===== config.mk =====
export PLATFORM = sky130hd
export DESIGN_NAME = reg_debug_loader
export DESIGN_NICKNAME = d
export VERILOG_FILES = /design/src/rtl/reg_debug_loader.sv
export SDC_FILE = /design/constraint.sdc
export NUM_CORES = 1
export LEC_CHECK = 0
export BUFFER_PORTS_ARGS = -buffer_cell sky130_fd_sc_hd__buf_2
export CORE_UTILIZATION = 48
export DETAILED_ROUTE_END_ITERATION = 10
export PLACE_DENSITY = 0.8
export SYNTH_ARGS = -nofsm -noshare
export SYNTH_HDL_FRONTEND = slang
export SYNTH_SLANG_ARGS = --single-unit

===== constraint.sdc =====
create_clock -name clk -period 1.7 [get_ports clk]
set_clock_uncertainty 0.2 [all_clocks]
set_input_delay 0.34 -clock clk [delete_from_list [all_inputs] [get_ports clk]]
set_output_delay 0.34 -clock clk [all_outputs]
set_load 0.02 [all_outputs]

===== src/rtl/reg_debug_loader.sv =====
// Debounced pushbutton loader: captures switch data/index and issues one debug write into the register file.
// Optional LOADER_SIGN_EXT_EN sign-extends sw_data into dbg_wdata; by default it is zero-extended.
module reg_debug_loader #(
  parameter int DEBOUNCE_CYCLES = 50000,
  parameter int SW_W            = 16,
  parameter int ACK_TIMEOUT     = 255,
  parameter int MAX_REG         = 25
) (
  input  logic            clk,
  input  logic            rst_n,
  input  logic            btn_load,
  input  logic [SW_W-1:0] sw_data,
  input  logic [4:0]      sw_addr,
  output logic            dbg_we,
  output logic [4:0]      dbg_addr,
  output logic [31:0]     dbg_wdata,
  input  logic            dbg_ack,
  output logic            busy,
  output logic            err,
  output logic [7:0]      load_count
);

  typedef enum logic [1:0] {IDLE, REQ, DONE} state_t;

  localparam logic [19:0] DB_LAST  = 20'(DEBOUNCE_CYCLES - 1);
  localparam logic [7:0]  TO_LAST  = 8'(ACK_TIMEOUT - 1);
  localparam logic [4:0]  MAX_ADDR = 5'(MAX_REG);

  logic        sync1_q, sync2_q;
  logic [19:0] db_cnt_q, db_cnt_d;
  logic        stable_q, stable_d;
  logic        pulse_q, pulse_d;
  state_t      state_q, state_d;
  logic [7:0]  tcnt_q, tcnt_d;
  logic        we_q, we_d;
  logic [4:0]  addr_q, addr_d;
  logic [31:0] wdata_q, wdata_d;
  logic        err_q, err_d;
  logic [7:0]  count_q, count_d;
  logic [31:0] ext_data;

`ifdef LOADER_SIGN_EXT_EN
  assign ext_data = 32'($signed(sw_data));
`else
  assign ext_data = 32'(sw_data);
`endif

  always_ff @(posedge clk or negedge rst_n) begin
    if (!rst_n) begin
      sync1_q  <= 1'b0;
      sync2_q  <= 1'b0;
      db_cnt_q <= '0;
      stable_q <= 1'b0;
      pulse_q  <= 1'b0;
      state_q  <= IDLE;
      tcnt_q   <= '0;
      we_q     <= 1'b0;
      addr_q   <= '0;
      wdata_q  <= '0;
      err_q    <= 1'b0;
      count_q  <= '0;
    end else begin
      sync1_q  <= btn_load;
      sync2_q  <= sync1_q;
      db_cnt_q <= db_cnt_d;
      stable_q <= stable_d;
      pulse_q  <= pulse_d;
      state_q  <= state_d;
      tcnt_q   <= tcnt_d;
      we_q     <= we_d;
      addr_q   <= addr_d;
      wdata_q  <= wdata_d;
      err_q    <= err_d;
      count_q  <= count_d;
    end
  end

  // Only a debounced press (rising edge of the stable state) yields a load pulse.
  always_comb begin
    db_cnt_d = '0;
    stable_d = stable_q;
    pulse_d  = 1'b0;
    if (sync2_q != stable_q) begin
      if (db_cnt_q == DB_LAST) begin
        stable_d = ~stable_q;
        pulse_d  = ~stable_q;
      end else begin
        db_cnt_d = db_cnt_q + 20'd1;
      end
    end
  end

  always_comb begin
    state_d = state_q;
    tcnt_d  = tcnt_q;
    we_d    = we_q;
    addr_d  = addr_q;
    wdata_d = wdata_q;
    err_d   = err_q;
    count_d = count_q;
    case (state_q)
      IDLE: begin
        if (pulse_q) begin
          if (sw_addr <= MAX_ADDR) begin
            addr_d  = sw_addr;
            wdata_d = ext_data;
            we_d    = 1'b1;
            err_d   = 1'b0;
            tcnt_d  = '0;
            state_d = REQ;
          end else begin
            err_d = 1'b1;
          end
        end
      end
      REQ: begin
        // Ack wins over a simultaneous timeout expiry.
        if (dbg_ack) begin
          we_d    = 1'b0;
          count_d = count_q + 8'd1;
          state_d = DONE;
        end else if (tcnt_q == TO_LAST) begin
          we_d    = 1'b0;
          err_d   = 1'b1;
          state_d = DONE;
        end else begin
          tcnt_d = tcnt_q + 8'd1;
        end
      end
      DONE: state_d = IDLE;
      default: state_d = IDLE;
    endcase
  end

  assign dbg_we     = we_q;
  assign dbg_addr   = addr_q;
  assign dbg_wdata  = wdata_q;
  assign busy       = (state_q != IDLE);
  assign err        = err_q;
  assign load_count = count_q;

endmodule


==> impl_metrics.json <==
{
  "cts_htree_levels": 3,
  "path_class": "flip-flop to flip-flop",
  "max_freq_mhz": 549,
  "initial_utilization": 0.501,
  "power_density_nw_per_um2": 736,
  "drt_wl_total_um": 7220,
  "ant_nets": 0,
  "crit_fanout": 9,
  "synthToLayoutAreaGrowth_pct": 37.3,
  "stdcell_count": 491,
  "avgSynthCellArea_um2": 9.95,
  "slew_viol_final": 0,
  "cap_violations": 0,
  "critPathLaunchType": "flip-flop",
  "synth.top_cells.by_count": "nand2_1, dfrtp_1, nor2_1, buf_4, nand3_1",
  "grt_overflow": 0,
  "fp.dieW_um": 80.9,
  "cts_root_buf": "clkbuf_8",
  "power.internal_mw": 2.36,
  "clk_latency_ps": 330,
  "wl_per_cell_um": 14.7,
  "via_count": 2547,
  "syn_inst": 300,
  "ys_seq_elements": 65,
  "rows": 28,
  "slowest_stage": "or4_4",
  "hpwl_um": 4250,
  "synth_ff_type": "dfrtp_1",
  "core_area_um2": 5960,
  "ios": 73,
  "pwr-share-comb": 0.052,
  "switching_share": 0.217,
  "gp_congestion": 0.868,
  "gr-usage-all-layers": 0.223,
  "grt_pass1_wl_um": 11000,
  "die_area_um2": 6540,
  "crit_path_end_kind": "flip-flop",
  "clkTransAtPathRegs_ps": 70,
  "path_delay_family": "simple AND/OR/NAND/NOR gates",
  "vdd_drop_max_uv": 477,
  "final_layout_size_suffix_gt1_frac": 0.332,
  "clockBufferDepth": 2,
  "fin_crit_sh": 1.07,
  "drt_first_pass_iters": 4,
  "grt_most_used_layer": "met2",
  "power_leakage_nw": 2.14,
  "nets": 441,
  "fin_area_um2": 4100,
  "dp.cells": 446,
  "met3_usage": 0.0663,
  "hold_class": "input port to flip-flop",
  "max_stage_delay_ps": 550,
  "synth_area_leaders": "dfrtp_1, nand2_1, buf_4",
  "via_per_inst": 5.19,
  "grt_use_met2": 0.400,
  "yosys_warnings": 0,
  "outcome": "finished with violations",
  "cts_buffers": 9,
  "p_switching_mw": 0.653,
  "die_h_um": 80.9,
  "grt_pass1_vias": 2422,
  "crit_arrival_ps": 1820,
  "use_met1": 0.254,
  "synth_top_area_cell": "dfrtp_1",
  "min_period_ps": 1820,
  "critPathRequiredTime_ps": 1700,
  "layout_setup_ws_ps": -122,
  "drc": 0,
  "grt_max_degree": 66,
  "clkSinkCount": 65,
  "finalPower_mw": 3.02,
  "power_frac_seq": 0.518,
  "post_dp_cell_area_um2": 3460,
  "violations": "setup timing",
  "clkPwrFrac": 0.430,
  "post-place-ws_ps": -114,
  "hold_violations": 0,
  "io_buffers": 56,
  "setup_viol": 24,
  "synth_top_cell_area_share": 0.545,
  "cp_num_buf_inv": 1,
  "ys_seq_area_frac": 0.545,
  "ys_types": 40,
  "cts_tree": "done",
  "synth_edf_count": 0,
  "crit_chain": "or4_4, nor3_4, a41o_1, buf_6, a21oi_1",
  "antenna_found_initial": 0,
  "synthArstFlopShare": 1.00,
  "antenna_cells": 0,
  "yosysMostFrequentCell": "nand2_1",
  "drt_iter0_drc": 155,
  "netlist_area_um2": 2990,
  "rsz0062_at_grt": "yes"
}
[cells by family (layout without fill, tap and decap cells)]
group,after synthesis,after routing,share of synthesized area
fa+ha+maj,4,4,0.0168
xor+xnor,22,22,0.0645
flops,65,65,0.545
other cells,1,16,0.00126
mux,3,3,0.0109
simple gates,144,144,0.231
buf+inv,34,135,0.0717
compound gates,27,27,0.0595
[sequential cells by signal, summed over array words and instances, names as in the netlist, 2 cells and up]
name        cells
tcnt_q          8
dbg_wdata      16
load_count      8
dbg_addr        5
state_q         2
db_cnt_q       20
[final cells by class]
type	instances	area (µm²)
clock buffers	12	155
clock inverters	3	40.0
fillers	453	1860
inverters	7	26.3
multi-input cells	216	1320
flip-flops and latches	65	1630
well taps	75	93.8
repair buffers	113	840
[path summary, 6_finish.rpt]
kind	from	to	cells after the start	slack, ps
max	db_cnt_q[13]	db_cnt_q[16]	5	-120
min	sw_data[10]	dbg_wdata[10]	3	10
max reg2reg	db_cnt_q[13]	db_cnt_q[16]	5	-120
min reg2reg	sync1_q	sync2_q	0	150
max in group asynchronous	rst_n	db_cnt_q[14]	3	660
min in group asynchronous	rst_n	dbg_wdata[11]	3	350
[what timing repair did]
item                                    4_1_cts  5_1_grt
pin swaps                                     2        8
buffers inserted                             10        4
endpoints found under the hold margin        80        0
hold buffers                                 16        0
cloned                                        0        2
endpoints found under the setup margin       30       34
resized for setup                            13       24
[worst min-delay path: stages]
cell,delay [ps]
buf_2,70
nand2_1,50
nand2_1,50
[layer usage]
layer / up-vias / wire length (µm)
li1: 1217 / -
met4: 0 / 157
met2: 71 / 3860
met3: 21 / 306
met1: 1238 / 2890
met5: - / 0
[power groups by stage]
| stage | registers (mW) | clock network (mW) | logic [mW] |
|---|---|---|---|
| after global placement | 1.59 | 0 | 0.123 |
| after detailed placement | 1.59 | 0 | 0.125 |
| after global routing | 1.56 | 1.39 | 0.175 |
| after floorplan | 1.59 | 0 | 0.0856 |
| final | 1.56 | 1.30 | 0.156 |
| after CTS | 1.56 | 1.33 | 0.154 |
[per-stage QoR]
| stage | hold slack, ps | utilization | setup TNS, ps |
|---|---|---|---|
| 3_5_place_dp | 143 | 0.582 | -2210 |
| 5_1_grt | 12.8 | 0.688 | -4520 |
| 4_1_cts | 0.122 | 0.663 | -1820 |
| 3_3_place_gp | 138 | 0.582 | -1270 |
| 6_report | 10.5 | 0.688 | -2520 |
| 2_1_floorplan | -156 | - | -1090 |
[cells in the final DEF, fill, tap and decap left out, drive strengths merged, types with 4 or more instances in the layout]
cell,instances
a21oi,4
and3,8
and4,5
buf,95
clkbuf,14
conb,16
dfrtp,65
dlygate4sd3,16
ha,4
inv,7
nand2,70
nand3,14
nand4,10
nor2,19
nor3,5
o211ai,4
o21ai,8
xnor2,12
xor2,10
Power figures use the tool's default switching activity.
